$ cat config.mk
export PLATFORM = sky130hd
export DESIGN_NAME = iomem_gpio_bank
export DESIGN_NICKNAME = d
export VERILOG_FILES = /design/src/rtl/iomem_gpio_bank.sv
export SDC_FILE = /design/constraint.sdc
export NUM_CORES = 1
export LEC_CHECK = 0
export BUFFER_PORTS_ARGS = -buffer_cell sky130_fd_sc_hd__buf_2
export CAP_MARGIN = 20
export CELL_PAD_IN_SITES_DETAIL_PLACEMENT = 0
export CELL_PAD_IN_SITES_GLOBAL_PLACEMENT = 1
export CORE_ASPECT_RATIO = 0.5
export CORE_UTILIZATION = 36
export DETAILED_ROUTE_END_ITERATION = 6
export PLACE_DENSITY = 0.9
export REMOVE_ABC_BUFFERS = 1
export SLEW_MARGIN = 20
export SYNTH_ARGS = -nofsm -noshare
export SYNTH_HDL_FRONTEND = slang
export SYNTH_SLANG_ARGS = --single-unit
$ cat constraint.sdc
create_clock -name clk -period 2.5 [get_ports clk]
set_input_delay 0.5 -clock clk [delete_from_list [all_inputs] [get_ports clk]]
set_output_delay 0.5 -clock clk [all_outputs]
set_load 0.01 [all_outputs]
$ cat src/rtl/iomem_gpio_bank.sv
// -----------------------------------------------------------------------------
// iomem_gpio_bank
//
// Memory-mapped GPIO bank for the PicoSoC iomem bus. It provides WIDTH
// channels. Each channel has an output, an output enable, a pull-up, a
// pull-down and a synchronised input. Rising edges of the (optionally
// debounced) input are latched per channel into IRQ_STATUS, and the enabled
// status bits are ORed into one registered irq line.
//
// Register map (offset = iomem_addr[7:0]; bits 23:8 are ignored, so the map
// aliases):
//   0x00 DATA_OUT    rw
//   0x04 OE          rw   (1 = drive)
//   0x08 DATA_IN     ro   (debounced input)
//   0x0C PULLUP      rw
//   0x10 PULLDOWN    rw
//   0x14 IRQ_EN      rw
//   0x18 IRQ_STATUS  write-1-to-clear
// Other offsets complete with rdata=0 and ignore writes.
//
// Optional feature macro:
//   GPIO_DEBOUNCE_EN  adds a per-channel debounce filter. A new input level is
//                     accepted only after it has stayed stable for
//                     DEBOUNCE_CYC cycles.
//
// Ports:
//   clk, resetn      clock, synchronous active-low reset
//   iomem_valid      bus request
//   iomem_ready      one-cycle completion pulse
//   iomem_wstrb[3:0] byte write strobes (0 = read)
//   iomem_addr[31:0] byte address; [31:24] selects this bank
//   iomem_wdata      write data
//   iomem_rdata      read data, valid while iomem_ready=1
//   gpio_in          asynchronous pad inputs
//   gpio_out         DATA_OUT register
//   gpio_oe          OE register
//   gpio_pullup      PULLUP register
//   gpio_pulldown    PULLDOWN register
//   irq              |(IRQ_STATUS & IRQ_EN), registered
// -----------------------------------------------------------------------------
module iomem_gpio_bank #(
  parameter int         WIDTH        = 8,
  parameter logic [7:0] BASE_ADDR    = 8'h07,
  parameter int         SYNC_STAGES  = 2,
  parameter int         DEBOUNCE_CYC = 1000
) (
  input  logic             clk,
  input  logic             resetn,
  input  logic             iomem_valid,
  output logic             iomem_ready,
  input  logic [3:0]       iomem_wstrb,
  input  logic [31:0]      iomem_addr,
  input  logic [31:0]      iomem_wdata,
  output logic [31:0]      iomem_rdata,
  input  logic [WIDTH-1:0] gpio_in,
  output logic [WIDTH-1:0] gpio_out,
  output logic [WIDTH-1:0] gpio_oe,
  output logic [WIDTH-1:0] gpio_pullup,
  output logic [WIDTH-1:0] gpio_pulldown,
  output logic             irq
);

  localparam logic [7:0] OFF_DATA_OUT   = 8'h00;
  localparam logic [7:0] OFF_OE         = 8'h04;
  localparam logic [7:0] OFF_DATA_IN    = 8'h08;
  localparam logic [7:0] OFF_PULLUP     = 8'h0C;
  localparam logic [7:0] OFF_PULLDOWN   = 8'h10;
  localparam logic [7:0] OFF_IRQ_EN     = 8'h14;
  localparam logic [7:0] OFF_IRQ_STATUS = 8'h18;

  // ---------------------------------------------------------------------------
  // Bus decode
  // ---------------------------------------------------------------------------
  logic             sel;
  logic             wr_en;
  logic [7:0]       off;
  logic [31:0]      lane_mask;
  logic [WIDTH-1:0] wmask;
  logic [WIDTH-1:0] wval;

  // The !iomem_ready term keeps a request that is still held high after
  // completion from being taken a second time.
  assign sel       = iomem_valid && !iomem_ready && (iomem_addr[31:24] == BASE_ADDR);
  assign wr_en     = sel && (iomem_wstrb != 4'b0000);
  assign off       = iomem_addr[7:0];
  assign lane_mask = {{8{iomem_wstrb[3]}}, {8{iomem_wstrb[2]}},
                      {8{iomem_wstrb[1]}}, {8{iomem_wstrb[0]}}};
  assign wmask     = lane_mask[WIDTH-1:0];
  assign wval      = iomem_wdata[WIDTH-1:0];

  // ---------------------------------------------------------------------------
  // Input path: synchroniser -> (debounce) -> edge detect
  // ---------------------------------------------------------------------------
  logic [SYNC_STAGES-1:0][WIDTH-1:0] sync_q;
  logic [WIDTH-1:0]                  sync;
  logic [WIDTH-1:0]                  deb;
  logic [WIDTH-1:0]                  deb_q;
  logic [WIDTH-1:0]                  rise;

  always_ff @(posedge clk) begin
    if (!resetn) begin
      sync_q <= '0;
    end else begin
      sync_q <= {sync_q[SYNC_STAGES-2:0], gpio_in};
    end
  end

  assign sync = sync_q[SYNC_STAGES-1];

`ifdef GPIO_DEBOUNCE_EN
  localparam int CNT_W = $clog2(DEBOUNCE_CYC + 1);

  logic [WIDTH-1:0][CNT_W-1:0] deb_cnt_q;
  logic [WIDTH-1:0]            deb_r;

  // The counter only runs while the synchronised level differs from the
  // accepted one. A glitch that returns before the terminal count clears it,
  // so the counter never has to wrap.
  always_ff @(posedge clk) begin
    if (!resetn) begin
      deb_cnt_q <= '0;
      deb_r     <= '0;
    end else begin
      for (int i = 0; i < WIDTH; i++) begin
        if (sync[i] == deb_r[i]) begin
          deb_cnt_q[i] <= '0;
        end else if (deb_cnt_q[i] == CNT_W'(DEBOUNCE_CYC - 1)) begin
          deb_r[i]     <= sync[i];
          deb_cnt_q[i] <= '0;
        end else begin
          deb_cnt_q[i] <= deb_cnt_q[i] + CNT_W'(1);
        end
      end
    end
  end

  assign deb = deb_r;
`else
  assign deb = sync;
`endif

  always_ff @(posedge clk) begin
    if (!resetn) begin
      deb_q <= '0;
    end else begin
      deb_q <= deb;
    end
  end

  assign rise = deb & ~deb_q;

  // ---------------------------------------------------------------------------
  // Register file
  // ---------------------------------------------------------------------------
  logic [WIDTH-1:0] data_out_q;
  logic [WIDTH-1:0] oe_q;
  logic [WIDTH-1:0] pullup_q;
  logic [WIDTH-1:0] pulldown_q;
  logic [WIDTH-1:0] irq_en_q;
  logic [WIDTH-1:0] irq_status_q;
  logic [WIDTH-1:0] irq_clr;

  function automatic logic [WIDTH-1:0] merge(input logic [WIDTH-1:0] old_v,
                                             input logic [WIDTH-1:0] new_v,
                                             input logic [WIDTH-1:0] mask);
    merge = (old_v & ~mask) | (new_v & mask);
  endfunction

  assign irq_clr = (wr_en && off == OFF_IRQ_STATUS) ? (wval & wmask) : '0;

  always_ff @(posedge clk) begin
    if (!resetn) begin
      data_out_q <= '0;
      oe_q       <= '0;
      pullup_q   <= '0;
      pulldown_q <= '0;
      irq_en_q   <= '0;
    end else if (wr_en) begin
      case (off)
        OFF_DATA_OUT: data_out_q <= merge(data_out_q, wval, wmask);
        OFF_OE:       oe_q       <= merge(oe_q,       wval, wmask);
        OFF_PULLUP:   pullup_q   <= merge(pullup_q,   wval, wmask);
        OFF_PULLDOWN: pulldown_q <= merge(pulldown_q, wval, wmask);
        OFF_IRQ_EN:   irq_en_q   <= merge(irq_en_q,   wval, wmask);
        default: ;
      endcase
    end
  end

  // A new edge in the same cycle as a clear of that bit must not be lost,
  // so the set term is ORed in after the clear.
  always_ff @(posedge clk) begin
    if (!resetn) begin
      irq_status_q <= '0;
    end else begin
      irq_status_q <= (irq_status_q & ~irq_clr) | rise;
    end
  end

  always_ff @(posedge clk) begin
    if (!resetn) begin
      irq <= 1'b0;
    end else begin
      irq <= |(irq_status_q & irq_en_q);
    end
  end

  // ---------------------------------------------------------------------------
  // Read path and handshake
  // ---------------------------------------------------------------------------
  logic [WIDTH-1:0] rd_val;

  always_comb begin
    rd_val = '0;
    case (off)
      OFF_DATA_OUT:   rd_val = data_out_q;
      OFF_OE:         rd_val = oe_q;
      OFF_DATA_IN:    rd_val = deb;
      OFF_PULLUP:     rd_val = pullup_q;
      OFF_PULLDOWN:   rd_val = pulldown_q;
      OFF_IRQ_EN:     rd_val = irq_en_q;
      OFF_IRQ_STATUS: rd_val = irq_status_q;
      default:        rd_val = '0;
    endcase
  end

  always_ff @(posedge clk) begin
    if (!resetn) begin
      iomem_ready <= 1'b0;
      iomem_rdata <= '0;
    end else begin
      iomem_ready <= sel;
      if (sel) begin
        iomem_rdata <= 32'(rd_val);
      end
    end
  end

  assign gpio_out      = data_out_q;
  assign gpio_oe       = oe_q;
  assign gpio_pullup   = pullup_q;
  assign gpio_pulldown = pulldown_q;

  // Address bits 23:8 are deliberately ignored, and so are data bits above
  // WIDTH.
  logic unused_inputs;
  assign unused_inputs = ^{iomem_addr[23:8], iomem_wdata, DEBOUNCE_CYC[0]};

endmodule

==> summary.md, run 1 <==
| Metric | Value |
|---|---|
| Final Non-Filler Cells | 586 |
| Final core occ | 45.96% |
| Post-synth EDFFs | 0 |
| Buf/Inv on CP | 1 |
| Crit path kind | in2reg |
| GRT Util Overall | 17.07% |
| Grt ovf | 0 |
| Latest clock arrival within the worst-skew pair | 0.33 ns |
| Die Y | 73.09 um |
| Reg-to-Reg End | iomem_rdata[0] |
| TritonCTS clock tree | built |
| Reg2reg start | iomem_ready |
| Worst Hold Class | in2reg |
| Final worst slack | 0.6108 ns |
| Final Cycle Share | 75.57% |
| Cell total after placement | 570 |
| LEAKAGE | 1.846 nW |
| R2R cell count | 4 |
| Via count | 2,902 |
| Num CTS Buffers | 9 |
| Max-cap violations | 0 |
| Vias per inst | 4.952 |
| Core area | 9634 sq um |
| Maximum VDD drop | 0.0003398 V |
| First-pass GRT wire length | 13,480 um |
| Hold Buf Count CTS | 0 |
| Die W | 144.2 um |
| DRT Pass-1 Iters | 5 |
| Critical path origin | iomem_addr[2] |
| Routed Antenna Nets | 0 |
| R2R setup slack | 0.83 ns |
| Final min period | 1.889 ns |
| Diodes inserted | 0 |
| Pwr per Cell Area | 641.9 nW/um^2 |
| Routed wire length | 8789 um |
| GP Congestion | 0.8344 |
| Hold worst-path end | sync_q[7] |
| Syn-to-layout area delta | 21.70% |
| Vias in the first global route | 2,699 |
| Longest Clk Path Bufs | 2 |
| Slowest CP cell | nor2b_1 |
| Critical Path Sink Type | flip-flop |
| Critical Path RT | 2.78 ns |
| Final Hold Fails | 0 |
| Seq/Total Area, Yosys | 45.12% |
| Post-CTS sizing | 0 |
| Hold Startpoint | gpio_in[7] |
| Commonest cells after routing, fill and taps aside | dfxtp_1 (82), buf_2 (77), mux2i_1 (52) |
| IO Pins | 145 |
| Ys async rst share | 0% |
| RSZ-0062 raised after global routing | no |
| Actual slew at the worst max-slew pin | 0.7959 ns |
| Wire per inst | 15.00 um |
| Syn Area/Cell | 9.968 sq um |
| Ys Warns | 0 |
| Iteration-0 DRC Markers | 235 |
| Crit-path leading delay family | compound AO/OA/AOI/OAI gates |
| Final nets | 525 |
| Fin Setup TNS | 0 ns |
| Initial core utilization | 37.77% |
| CTS H-tree lvls | 3 |
| Worst Skew | 0.003447 ns |
| Crit path cell chain | buf_2 > nor2b_1 > a21boi_0 > a2111oi_0 > a22o_1 |
| Fraction of layout cells with a size suffix above 1 | 26.83% |
| IO Port Bufs | 77 |
| HPWL after DPL | 6380 um |
| Synth Flop Type | dfxtp_1 |
| DRC Markers | 0 |
| DIE AREA | 10,540 sq um |
| Worst-path clk slew | 0.06 ns |
| Root Driver | clkbuf_16 |
| Initial antenna violation count | 0 |
| Status | completed |
| Post-Place Worst Slack | 0.3136 ns |
| Max FO, Critical Path | 14 |
| Register bit count reported by yosys | 82 |
| Post-CTS Setup Repair Bufs | 0 |
| Slew Limit Headroom | 46.53% |
| Post-Synthesis Cells | 365 |
| CP arrival | 2.17 ns |
| Min Hold Slack | 0.3684 ns |
| Post-synthesis cell area | 3638 sq um |
| CP max stage delay | 0.57 ns |
| Crit path launch type | input pin |
| Sink Count | 82 |
| Largest net degree at the start of global routing | 84 |
| Rows | 25 |
| Cells on Worst Hold Path | 2 |
| Fin. max-slew vios | 0 |
| Max Fclk | 0.5293 GHz |
| Yosys cell types | 50 |
| Most common cell after layout, fill and taps aside | dfxtp_1 |
| FILL cells | 915 |
| Final setup violation count | 0 |
[cell usage after synthesis, types with 5 or more instances]
cell	count	area [sq um]
buf_4	25	187.7
dfxtp_1	82	1642
buf_2	5	25.02
and3_1	8	50.05
and2_1	25	156.4
clkbuf_1	10	37.54
a22o_1	5	43.79
a32o_1	10	100.1
inv_1	9	33.78
nand2_1	50	187.7
nand3_1	15	75.07
nor2_1	7	26.28
mux2i_1	52	520.5
[area by class of cell]
class / count / area (sq um) / share of cell area [%]
sequential: 82 / 1642 / 37.07
tap: 135 / 168.9 / 3.815
clock buffer: 11 / 242.7 / 5.482
clock inverter: 5 / 61.31 / 1.385
multi-input combinational: 253 / 1777 / 40.12
timing repair buffer: 91 / 503.0 / 11.36
inverter: 9 / 33.78 / 0.7629
[per-stage QoR]
step / total power, mW / instance area, sq um
global placement: 1.537 / 4124
CTS: 2.858 / 4428
finish: 2.842 / 4428
floorplan: 1.440 / 3452
detailed placement: 1.539 / 4124
global route: 2.933 / 4428
[worst max-delay path by stage]
| stage | endpoint | depth (start not counted) |
|---|---|---|
| 2_1_floorplan | flip-flop | 4 |
| 3_3_place_gp | iomem_rdata[6] | 5 |
| 3_5_place_dp | iomem_rdata[6] | 5 |
| 4_1_cts | iomem_rdata[6] | 5 |
| 5_1_grt | iomem_rdata[6] | 5 |
| 6_report | iomem_rdata[6] | 5 |
[worst reg2reg max path, cell delays in order, from the launching register on]
cell and delay [ns]:
dfxtp_1 0.32, and4b_1 0.24, and2_1 0.20, a21oi_1 0.59, a22o_1 0.25
[cells by family after synthesis]
logic type,after synthesis,share of synthesized area (%)
buffers and inverters,53,8.425
DFF,82,45.12
muxes,57,16.16
other,1,0.1031
AOI/OAI and AO/OA,40,9.217
and+or+nand+nor,132,20.98
[metal layers]
| metal | global-route usage [%] | up-vias | share of wire, % |
|---|---|---|---|
| li1 | - | 1411 | - |
| met1 | 21.46 | 1378 | 46 |
| met2 | 28.40 | 98 | 46 |
| met3 | 5.249 | 15 | 6.7 |
| met4 | 4.912 | 0 | 1.5 |
| met5 | 0 | - | 0 |
[where the power goes]
group	switching, mW	total [mW]	internal, mW
clock network	0.527	1.33	0.804
registers	0.0106	1.34	1.33
logic	0.109	0.171	0.0624
total	0.646	2.84	2.20
Power figures use the tool's default switching activity.
==> inputs of run 2 (changes only) <==
- ABC_AREA: default -> 1
- CORE_UTILIZATION: 36 -> 33
- PLACE_DENSITY: 0.9 -> 0.89
- clock period: 2.5 -> 2 ns (I/O delays scaled with it)
==> run 2 against run 1 <==
Against the previous run: final cell count increased by 37%; largest power group is now the clock network; worst setup slack got worse by 0.18 ns; register-to-register slack got worse by 0.40 ns; sequential share of layout area decreased by 1.8 points; utilization decreased by 4.0 points; synthesized cell count increased by 54%.
==> summary.md, run 2 <==
| Metric | Value |
|---|---|
| Vias per inst | 4.496 |
| IO Pins | 145 |
| Die W | 153.6 um |
| Finished Cell Area | 4651 sq um |
| Sink Count | 82 |
| Fraction of layout cells with a size suffix above 1 | 19.51% |
| Vias in the first global route | 3,310 |
| R2R cell count | 7 |
| Latest clock arrival within the worst-skew pair | 0.34 ns |
| DRT Pass-1 Iters | 5 |
| Synth area leaders | dfxtp_1 (43%), nand2_1 (17%), inv_1 (9.0%), nand3_1 (6.3%), a21oi_1 (5.4%) |
| Post-DP Area | 4323 sq um |
| Synth top cells by count | nand2_1 (174), inv_1 (91), dfxtp_1 (82) |
| Ys Warns | 0 |
| R2R setup slack | 0.43 ns |
| Seq/Total Area, Yosys | 43.31% |
| Num CTS Buffers | 9 |
| CTS H-tree lvls | 3 |
| Diodes inserted | 0 |
| Pwr Total | 3.681 mW |
| Syn Area/Cell | 6.732 sq um |
| Yosys cell types | 23 |
| Syn-to-layout area delta | 22.71% |
| Crit path kind | reg2reg |
| Crit path launch type | flip-flop |
| Post-CTS sizing | 0 |
| Initial core utilization | 34.20% |
| Synth top area share | 43.31% |
| TritonCTS clock tree | built |
| IO Port Bufs | 77 |
| Root Driver | clkbuf_16 |
| Fin. max-slew vios | 0 |
| Status | completed |
| Iteration-0 DRC Markers | 337 |
| Post-synth EDFFs | 0 |
| Reg2reg start | iomem_ready |
| Top-count cell post-synth | nand2_1 |
| Cells on Worst Hold Path | 3 |
| Via count | 3,601 |
| Final nets | 730 |
| FILL cells | 1,162 |
| Routed wire length | 10,220 um |
| Grt ovf | 0 |
| Final Non-Filler Cells | 801 |
| Final min period | 1.566 ns |
| Hold Buf Count CTS | 0 |
| DRC Markers | 0 |
| GP Congestion | 0.8735 |
| Worst Skew | 0.006083 ns |
| First-pass GRT wire length | 16,640 um |
| Critical path origin | iomem_ready |
| Max Fclk | 0.6385 GHz |
| Register area | 1642 sq um |
| Ys async rst share | 0% |
| Hold worst-path end | sync_q[1] |
| Max FO, Critical Path | 8 |
| Worst-path clk slew | 0.06 ns |
| Initial antenna violation count | 0 |
| Routed Antenna Nets | 0 |
| Worst Hold Class | in2reg |
| Fin Setup TNS | 0 ns |
| Wire per inst | 12.76 um |
| Die Y | 77.78 um |
| Final setup violation count | 0 |
| Pwr per Cell Area | 791.4 nW/um^2 |
| Max-cap violations | 0 |
| LEAKAGE | 2.618 nW |
| Area of the multi-input gates | 1628 sq um |
| Final Cycle Share | 78.31% |
| Post-CTS Setup Repair Bufs | 0 |
| Synth Flop Type | dfxtp_1 |
| Register bit count reported by yosys | 82 |
| Most common cell after layout, fill and taps aside | nand2_1 |
| Longest Clk Path Bufs | 2 |
| Post-synthesis cell area | 3790 sq um |
| Core area | 11,080 sq um |
| Post-Synthesis Cells | 563 |
| Final core occ | 41.97% |
| Critical Path RT | 2.21 ns |
| HPWL after DPL | 7448 um |
| RSZ-0062 raised after global routing | no |
| Critical Path Sink Type | flip-flop |
| GRT Util Overall | 17.92% |
| CP arrival | 1.77 ns |
| Dominant cell type by area after synthesis | dfxtp_1 |
| Cell total after placement | 785 |
| Final Hold Fails | 0 |
| Commonest cells after routing, fill and taps aside | nand2_1 (174), inv_1 (91), dfxtp_1 (82) |
| DIE AREA | 11,940 sq um |
| Largest net degree at the start of global routing | 24 |
| Hold Startpoint | gpio_in[1] |
| Maximum VDD drop | 0.0004275 V |
| Rows | 27 |
## run 2: cell types whose count changed in the layout (fill, tap and decap cells not counted), sizes merged, moves of 4 or more
cell,change
a22oi,-4
nand3,+35
mux2,-4
and2,-25
nand2,+132
nor2,+44
and3,-8
o22ai,+7
a22o,-5
a32o,-10
mux2i,-52
nor3,+5
inv,+84
a21oi,+37
## run 2: stage by stage
stage	worst slack (ns)	hold WS (ns)
2_1_floorplan	0.2073	0.3900
3_3_place_gp	0.2512	0.3931
3_5_place_dp	0.2070	0.3985
4_1_cts	0.4439	0.2322
5_1_grt	0.3526	0.2301
6_report	0.4338	0.2398
## run 2: worst max-delay path, cell delays in order (launching register included)
cell and delay (ns):
dfxtp_1 0.31, or2_4 0.26, nor2_4 0.13, nand3_4 0.08, clkinv_2 0.11, nand2_2 0.14, inv_1 0.28, a21oi_1 0.11
## run 2: worst max-delay path by stage
stage,endpoint,depth (start not counted)
after floorplan,flip-flop,8
after global placement,irq_status_q[1],8
after detailed placement,irq_status_q[4],8
after CTS,flip-flop,7
after global routing,flip-flop,7
final,flip-flop,7
## run 2: kinds of logic after synthesis
logic type | after synthesis | share of synthesized area [%]
compound gates | 51 | 7.197
buf+inv | 133 | 16.01
flops | 82 | 43.31
other cells | 1 | 0.09895
simple gates | 296 | 33.38
## run 2: layer usage
layer  vias to the layer above  track usage, %  routed length [um]
met5                         -               0                   0
met4                         0           5.500                  91
met3                         8           4.358                 696
met2                       124           27.64                4448
met1                      1621           24.54                4984
li1                       1848               -                   -
## run 2: where the power goes
| group | switching, mW | internal, mW | leakage, nW |
|---|---|---|---|
| Combinational | 0.129 | 0.0581 | 1.80 |
| Clock | 0.680 | 1.14 | 0.157 |
| Sequential | 0.0148 | 1.66 | 0.666 |
| Total | 0.824 | 2.86 | 2.62 |
## run 2: area by class of cell
| cell class | count | area share [%] |
|---|---|---|
| well taps | 145 | 3.901 |
| inverters | 94 | 7.614 |
| multi-input cells | 371 | 35.00 |
| clock inverters | 5 | 1.829 |
| repair buffers | 93 | 11.14 |
| flip-flops and latches | 82 | 35.30 |
| clock buffers | 11 | 5.219 |
==> inputs of run 3 (changes only) <==
- clock period: 2 -> 1.6 ns (I/O delays scaled with it)
==> run 3 against run 2 <==
Against the previous run: die area unchanged; utilization increased by 0.56 points; non-clock buffer count up 2; flip-flop and latch count did not move; highest routed layer unchanged; via count increased by 0.19%; final area grew 1.3%; worst setup slack worse by 0.34 ns; hold slack lost 0.077 ns; critical path depth rose by 2; global-route usage barely moved.
==> summary.md, run 3 (same netlist as run 2, synthesis figures left out) <==
| Metric | Value |
|---|---|
| DIE AREA | 11,940 sq um |
| Finished Cell Area | 4713 sq um |
| CTS H-tree lvls | 3 |
| CP arrival | 1.77 ns |
| Fin Setup TNS | 0 ns |
| Max FO, Critical Path | 9 |
| Worst Skew | 0.005603 ns |
| Min Hold Slack | 0.1626 ns |
| Latest clock arrival within the worst-skew pair | 0.34 ns |
| Worst-path clk slew | 0.06 ns |
| Slowest CP cell | dfxtp_1 |
| Die W | 153.6 um |
| Wire per inst | 12.62 um |
| HPWL after DPL | 7215 um |
| Num CTS Buffers | 9 |
| Final core occ | 42.54% |
| GRT Util Overall | 17.88% |
| IO Port Bufs | 77 |
| Most common cell after layout, fill and taps aside | nand2_1 |
| Crit-path leading delay family | simple AND/OR/NAND/NOR gates |
| Post-CTS Setup Repair Bufs | 0 |
| First-pass GRT wire length | 16,800 um |
| Iteration-0 DRC Markers | 324 |
| Routed Antenna Nets | 0 |
| Rows | 27 |
| Pwr Total | 4.573 mW |
| Via count | 3,608 |
| Worst Hold Class | in2reg |
| Initial core utilization | 34.20% |
| Max Fclk | 0.6640 GHz |
| Crit path cell chain | or2_4 > nor2_4 > nand3_4 > clkinv_2 > buf_4 > nand2_4 > nand2_1 > nand2_1 > a21oi_1 |
| Final worst slack | 0.09386 ns |
| Register area | 1642 sq um |
| Sink Count | 82 |
| LEAKAGE | 2.661 nW |
| Fin. max-slew vios | 0 |
| Syn-to-layout area delta | 24.36% |
| Max-cap violations | 0 |
| Critical Path RT | 1.86 ns |
| Top Metal Used | met4 |
| Met1 WL | 4971 um |
| Post-DP Area | 4363 sq um |
| Critical Path Sink Type | flip-flop |
| Final Non-Filler Cells | 803 |
| Pwr per Cell Area | 970.2 nW/um^2 |
| Area of the multi-input gates | 1643 sq um |
| GP Congestion | 0.8660 |
| DRT Pass-1 Iters | 5 |
| CP most frequent cell | nand2_1 |
| Vias in the first global route | 3,359 |
| Final Cycle Share | 94.13% |
| Final nets | 732 |
| Status | completed |
| Diodes inserted | 0 |
| Largest net degree at the start of global routing | 73 |
| FILL cells | 1,170 |
| CP max stage delay | 0.31 ns |
| Routed wire length | 10,130 um |
| Longest Clk Path Bufs | 2 |
| Root Driver | clkbuf_16 |
| R2R setup slack | 0.09 ns |
| Critical path origin | iomem_ready |
| Initial antenna violation count | 0 |
| IO Pins | 145 |
| Post-Place Worst Slack | -0.08852 ns |
| Reg2reg start | iomem_ready |
| Final setup violation count | 0 |
| RSZ-0062 raised after global routing | yes |
| Core area | 11,080 sq um |
| Final min period | 1.506 ns |
| Buf/Inv on CP | 2 |
| Cell total after placement | 787 |
| Routed wl met2 | 4428 um |
| R2R cell count | 9 |
| Crit path kind | reg2reg |
| Met3 WL | 647 um |
| TritonCTS clock tree | built |
| Vias per inst | 4.493 |
| Fraction of layout cells with a size suffix above 1 | 20.21% |
| Die Y | 77.78 um |
| Final Hold Fails | 0 |
| Maximum VDD drop | 0.0004253 V |
| WP depth | 9 |
| Grt ovf | 0 |
| Commonest cells after routing, fill and taps aside | nand2_1 (174), inv_1 (89), dfxtp_1 (82) |
| Crit path launch type | flip-flop |
| DRC Markers | 0 |
run 3: cell types whose count changed in the layout (fill, tap and decap cells not counted), sizes merged:
cell / previous run / this run
clkinv: 2 / 5
buf: 93 / 95
clkbuf: 11 / 9
inv: 94 / 92
clkinvlp: 1 / 2
run 3: cell type report:
type                       instances  share of cell area, %
tap                              145                  3.849
inverter                          94                  7.725
clock buffer                       9                  4.778
sequential                        82                  34.83
timing repair buffer              95                  11.84
multi-input combinational        371                  34.86
clock inverter                     7                  2.124
run 3: how the worst min path moves through the flow:
stage	end	slack, ns	startpoint	cells after the start
2_1_floorplan	deb[0]	0.39	sync_q[0]	2
3_3_place_gp	deb[5]	0.39	sync_q[5]	2
3_5_place_dp	deb[1]	0.40	sync_q[1]	2
4_1_cts	sync_q[4]	0.15	gpio_in[4]	3
5_1_grt	sync_q[3]	0.15	gpio_in[3]	3
6_report	sync_q[1]	0.16	gpio_in[1]	3
run 3: report_power, final:
part           total [mW]  switching (mW)  internal [mW]
sequential           2.10          0.0185           2.08
clock                2.25           0.866           1.38
combinational       0.230           0.159         0.0715
total                4.57            1.04           3.53
run 3: worst register-to-register path: stages (launching register included):
cell	delay, ns
dfxtp_1	0.31
or2_4	0.26
nor2_4	0.13
nand3_4	0.09
clkinv_2	0.14
buf_4	0.14
nand2_4	0.09
nand2_1	0.08
nand2_1	0.04
a21oi_1	0.14
run 3: timing repair:
action                                  in CTS  in global routing
gates resized for setup                      0                  6
endpoints found under the setup margin       0                 17
hold buffers                                 0                  0
run 3: layer usage:
metal  vias up  track usage [%]
met5         -                0
met4         0            4.000
met3        10            4.078
met2       115            28.18
met1      1627            24.72
li1       1856                -
